<file path="src/rtl/bin_to_7seg_display.sv">
// Multi-digit binary to active-low seven-segment driver using serial double-dabble.
// Define BIN7SEG_BLANK_EN to blank leading zero digits in the displayed result.
module bin_to_7seg_display #(
    parameter int W = 11,
    parameter int N = 4
) (
    input  logic           clk,
    input  logic           rst,
    input  logic [W-1:0]   num,
    input  logic           start,
    output logic           busy,
    output logic           done,
    output logic           ovf,
    output logic [7*N-1:0] seg
);

    // Decimal digits needed for the largest W-bit value.
    function automatic int dec_digits(input int w);
        longint unsigned v;
        int d;
        v = (64'd1 << w) - 64'd1;
        d = 1;
        v = v / 64'd10;
        while (v != 64'd0) begin
            d++;
            v = v / 64'd10;
        end
        return d;
    endfunction

    // At least one guard digit above the displayed ones, so overflow is always visible.
    localparam int ND = ((dec_digits(W) > N) ? dec_digits(W) : N) + 1;
    localparam int BW = 4 * ND;
    localparam int CW = $clog2(W + 1);

    localparam logic [6:0] SEG_ERR   = 7'b0011000;
    localparam logic [6:0] SEG_BLANK = 7'b1111111;
    localparam logic [6:0] SEG_ZERO  = 7'b1000000;

    function automatic logic [6:0] dec7(input logic [3:0] d);
        case (d)
            4'd0:    dec7 = 7'b1000000;
            4'd1:    dec7 = 7'b1111001;
            4'd2:    dec7 = 7'b0100100;
            4'd3:    dec7 = 7'b0110000;
            4'd4:    dec7 = 7'b0011001;
            4'd5:    dec7 = 7'b0010010;
            4'd6:    dec7 = 7'b0000010;
            4'd7:    dec7 = 7'b1111000;
            4'd8:    dec7 = 7'b0000000;
            4'd9:    dec7 = 7'b0010000;
            default: dec7 = SEG_ERR;
        endcase
    endfunction

    function automatic logic [7*N-1:0] seg_reset();
        logic [7*N-1:0] s;
        for (int k = 0; k < N; k++) begin
`ifdef BIN7SEG_BLANK_EN
            s[7*k +: 7] = (k == 0) ? SEG_ZERO : SEG_BLANK;
`else
            s[7*k +: 7] = SEG_ZERO;
`endif
        end
        return s;
    endfunction

    localparam logic [7*N-1:0] SEG_RST = seg_reset();

    typedef enum logic [1:0] {S_IDLE, S_SHIFT, S_DONE} state_t;

    state_t          r_state, w_state_next;
    logic [W-1:0]    r_bin;
    logic [BW-1:0]   r_bcd;
    logic [CW-1:0]   r_cnt;
    logic [7*N-1:0]  r_seg;
    logic            r_ovf;

    logic [BW-1:0]   w_bcd_adj;
    logic [BW-1:0]   w_bcd_shift;
    logic            w_last;
    logic            w_ovf;
    logic [7*N-1:0]  w_seg;

    assign w_last      = (r_cnt == CW'(W - 1));
    assign w_bcd_shift = {w_bcd_adj[BW-2:0], r_bin[W-1]};
    assign w_ovf       = |w_bcd_shift[BW-1:4*N];

    // NOTE: every always_comb output gets a default first so no latch is inferred.
    always_comb begin
        w_bcd_adj = r_bcd;
        for (int k = 0; k < ND; k++) begin
            if (r_bcd[4*k +: 4] >= 4'd5)
                w_bcd_adj[4*k +: 4] = r_bcd[4*k +: 4] + 4'd3;
        end
    end

    // Decode from the final shifted value so seg/ovf are valid in the done cycle.
    always_comb begin : p_decode
`ifdef BIN7SEG_BLANK_EN
        logic seen;
        seen = 1'b0;
`endif
        w_seg = '0;
        for (int k = N - 1; k >= 0; k--) begin
            w_seg[7*k +: 7] = w_ovf ? SEG_ERR : dec7(w_bcd_shift[4*k +: 4]);
`ifdef BIN7SEG_BLANK_EN
            if (!w_ovf && k != 0 && !seen && w_bcd_shift[4*k +: 4] == 4'd0)
                w_seg[7*k +: 7] = SEG_BLANK;
            if (w_bcd_shift[4*k +: 4] != 4'd0)
                seen = 1'b1;
`endif
        end
    end

    always_comb begin
        w_state_next = r_state;
        case (r_state)
            S_IDLE:  if (start) w_state_next = S_SHIFT;
            S_SHIFT: if (w_last) w_state_next = S_DONE;
            S_DONE:  w_state_next = S_IDLE;
            default: w_state_next = S_IDLE;
        endcase
    end

    // NOTE: sequential state uses non-blocking assignments only.
    always_ff @(posedge clk) begin
        if (rst) begin
            r_state <= S_IDLE;
            r_bin   <= '0;
            r_bcd   <= '0;
            r_cnt   <= '0;
            r_seg   <= SEG_RST;
            r_ovf   <= 1'b0;
        end else begin
            r_state <= w_state_next;
            case (r_state)
                S_IDLE: begin
                    if (start) begin
                        r_bin <= num;
                        r_bcd <= '0;
                        r_cnt <= '0;
                    end
                end
                S_SHIFT: begin
                    r_bcd <= w_bcd_shift;
                    r_bin <= {r_bin[W-2:0], 1'b0};
                    r_cnt <= r_cnt + CW'(1);
                    if (w_last) begin
                        r_seg <= w_seg;
                        r_ovf <= w_ovf;
                    end
                end
                default: ;
            endcase
        end
    end

    assign busy = (r_state != S_IDLE);
    assign done = (r_state == S_DONE);
    assign ovf  = r_ovf;
    assign seg  = r_seg;

endmodule

</file>
<file path="config.mk">
export PLATFORM = sky130hd
export DESIGN_NAME = bin_to_7seg_display
export DESIGN_NICKNAME = d
export VERILOG_FILES = /design/src/rtl/bin_to_7seg_display.sv
export SDC_FILE = /design/constraint.sdc
export NUM_CORES = 1
export LEC_CHECK = 0
export CELL_PAD_IN_SITES_DETAIL_PLACEMENT = 1
export CELL_PAD_IN_SITES_GLOBAL_PLACEMENT = 2
export CORE_UTILIZATION = 34
export CTS_BUF_LIST = sky130_fd_sc_hd__clkbuf_4 sky130_fd_sc_hd__clkbuf_8
export CTS_CLUSTER_DIAMETER = 150
export DETAILED_ROUTE_END_ITERATION = 10
export MAX_ROUTING_LAYER = met4
export PLACE_DENSITY_LB_ADDON = 0.1
export SETUP_SLACK_MARGIN = 0.5
export SYNTH_ARGS = -nofsm -noshare
export SYNTH_HDL_FRONTEND = slang
export SYNTH_SLANG_ARGS = --single-unit
</file>
<file path="constraint.sdc">
create_clock -name clk -period 2.6 [get_ports clk]
set_clock_uncertainty 0.05 [all_clocks]
set_input_delay 0.65 -clock clk [delete_from_list [all_inputs] [get_ports clk]]
set_output_delay 0.65 -clock clk [all_outputs]
set_load 0.05 [all_outputs]
</file>
==> flow_metrics.py <==
metrics = {
    "power": {
        "power_density_mw_per_mm2": 427,
        "p_total_mw": 2.09,
        "seqPwrFrac": 0.499,
        "ir_drop_v": 0.000263,
        "intPower_mw": 1.58,
        "power.leakage_nw": 2.03,
        "power.switching_uw": 504,
        "comb_power_share": 0.082,
        "switching_share": 0.241,
        "pwr-share-clk": 0.419,
    },
    "yosys": {
        "ys_seq_elements": 66,
        "netlist_instances": 443,
        "async_flop_share": 0,
        "avgSynthCellArea_um2": 8.08,
        "synthFlopType": "dfxtp_1",
        "ys_types": 53,
        "synth_edf_count": 0,
        "ys_seq_area_frac": 0.369,
        "ys_warn_count": 0,
        "syn_nets": 471,
        "synth_area_mm2": 0.00358,
    },
    "timing": {
        "holdWs_ns": 0.398,
        "max_slew_margin": 0.571,
        "fmax_mhz": 486,
        "setup_viol": 0,
        "setup_tns_ns": 0,
        "slew_viol_final": 0,
        "post-route-min-period_ns": 2.06,
        "final.period_utilization": 0.792,
        "rsz0062_at_grt": "true",
        "worst_slew_pin_slew_ns": 0.643,
        "hold_violations": 0,
    },
    "floorplanning": {
        "die-area_mm2": 0.0109,
        "rows": 37,
        "core_region_area_mm2": 0.0103,
        "fp.dieH_um": 105,
        "initial_core_util": 0.348,
        "die_w_um": 105,
        "pin_count": 45,
    },
    "detailed_routing": {
        "highest_layer": "met4",
        "dr.pass1.iters": 4,
        "num_vias": 3435,
        "vias_per_cell": 5.21,
        "drt_wl_total_mm": 10.4,
        "wl_per_cell_um": 15.8,
        "drc_errors": 0,
        "met1Wirelength_mm": 5.06,
        "dr_wl_met3_um": 228,
        "ant_nets": 0,
        "drt_iter0_drc": 128,
        "dr_wl_met2_mm": 5.02,
    },
    "global_routing": {
        "antenna_found_initial": 0,
        "grt_pass1_wl_mm": 17.2,
        "overflow": 0,
        "grt_pass1_vias": 3381,
        "grt_use_total": 0.200,
        "grt_max_degree": 27,
    },
    "final_layout": {
        "multi_input_area_mm2": 0.00234,
        "nFillCells": 1249,
        "seq_area_mm2": 0.00134,
        "post-route-util": 0.476,
        "drive_gt1_frac": 0.245,
        "antenna_cells": 0,
        "final_area_mm2": 0.00489,
        "final_cell_mix": "83 x nor2_1, 57 x dfxtp_1, 41 x buf_4, 37 x a21oi_1, 29 x dlygate4sd2_1",
        "final_common_cell": "nor2_1",
        "fin_nets": 548,
        "syn_to_final_growth_pct": 36.6,
    },
    "worst_setup_path": {
        "cp.arrival_ns": 2.29,
        "crit_type": "reg2reg",
        "cp_max_fo": 8,
        "ff2ff_path_depth": 9,
        "worstPathRequired_ns": 2.83,
        "critPathLaunchType": "flip-flop",
        "end_kind": "flip-flop",
    },
    "placed_design": {
        "gp_congestion": 0.767,
        "dpl-instance-area_mm2": 0.00425,
        "place_hpwl_mm": 6.99,
        "portBuffers": 44,
    },
    "cts": {
        "numCtsBuffers": 9,
        "clk-insertion-delay-late_ns": 0.34,
        "clockBufferDepth": 2,
        "clock_sinks": 66,
        "h-tree-depth": 3,
        "clk_pin_slew_worst_paths_ns": 0.08,
        "cts_tree": "yes",
        "cts_root_buf": "clkbuf_8",
    },
    "min_path": {
        "hold_path_class": "reg2reg",
        "whs_path_depth": 2,
    },
    "status": {
        "outcome": "finished clean",
    },
    "run": {
        "drv_cap": 0,
    },
}
metal layers:
layer  up-vias  track usage
li1       1705            -
met1      1666        0.262
met2        51        0.323
met3        13       0.0268
met4         0       0.0594
met5         -            -
registers in the layout, indices dropped and copies added (netlist names):
register / cells
seg: 28
r_bcd: 20
r_bin: 11
r_cnt: 4
r_state: 2
ovf: 1
worst max-delay path: stages (launching register included):
cell	delay, ns
dfxtp_2	0.35
inv_2	0.07
ha_1	0.18
nand2b_4	0.15
a21oi_4	0.25
mux2i_4	0.30
buf_6	0.16
nor3b_1	0.24
o21ai_0	0.10
o21ai_0	0.14
cell families after synthesis:
| family | synth area share |
|---|---|
| flops | 0.369 |
| mux | 0.0294 |
| compound gates | 0.227 |
| buf+inv | 0.0451 |
| xor+xnor | 0.0367 |
| simple gates | 0.244 |
| fa+ha+maj | 0.0489 |
stage by stage:
| step | instances | setup WS (ns) |
|---|---|---|
| after detailed placement | 618 | 0.262 |
| after floorplan | 443 | 0.515 |
| final | 659 | 0.541 |
| after CTS | 648 | 0.498 |
| after global routing | 659 | 0.374 |
| after global placement | 618 | 0.275 |
power by group through the flow:
stage | sequential (mW) | clock, mW | combinational (mW)
5_1_grt | 1.04 | 0.943 | 0.192
6_report | 1.04 | 0.875 | 0.171
3_3_place_gp | 1.07 | 0 | 0.164
3_5_place_dp | 1.07 | 0 | 0.168
4_1_cts | 1.04 | 0.892 | 0.170
2_1_floorplan | 1.06 | 0 | 0.106
final timing paths:
path	start	to	slack [ns]
min	seg[8]	seg[8]	0.40
max reg2reg	r_bcd[5]	seg[13]	0.54
min reg2reg	seg[8]	seg[8]	0.40
max	r_bcd[5]	seg[13]	0.54
Yosys cell counts, types with 8 or more instances:
cell      instances  area (um^2)
nor2_1           84          315
nor3_1           13         65.1
inv_1            15         56.3
nand2_1          25         93.8
a21oi_1          39          195
clkbuf_1         18         67.6
o21ai_0          14         70.1
nand2b_1         10         62.6
ha_1             14          175
xnor2_1          14          123
nor2b_1          12         75.1
a22oi_1          17          128
dfxtp_1          66         1320
nor3b_1           8         60.1
repair_timing:
item | 4_1_cts | 5_1_grt
hold buffers | 0 | 0
setup buffers | 16 | 11
setup endpoints to repair | 56 | 29
pin swaps | 4 | 15
hold endpoints to repair | 0 | 0
gates cloned | 0 | 0
gates resized for setup | 49 | 42
cell type report:
| cell class | instances | area share |
|---|---|---|
| multi-input cells | 337 | 0.479 |
| well taps | 136 | 0.0348 |
| flip-flops and latches | 66 | 0.273 |
| repair buffers | 91 | 0.163 |
| clock buffers | 11 | 0.0310 |
| inverters | 15 | 0.0115 |
| clock inverters | 3 | 0.00819 |
(Power assumes the default switching activity.)
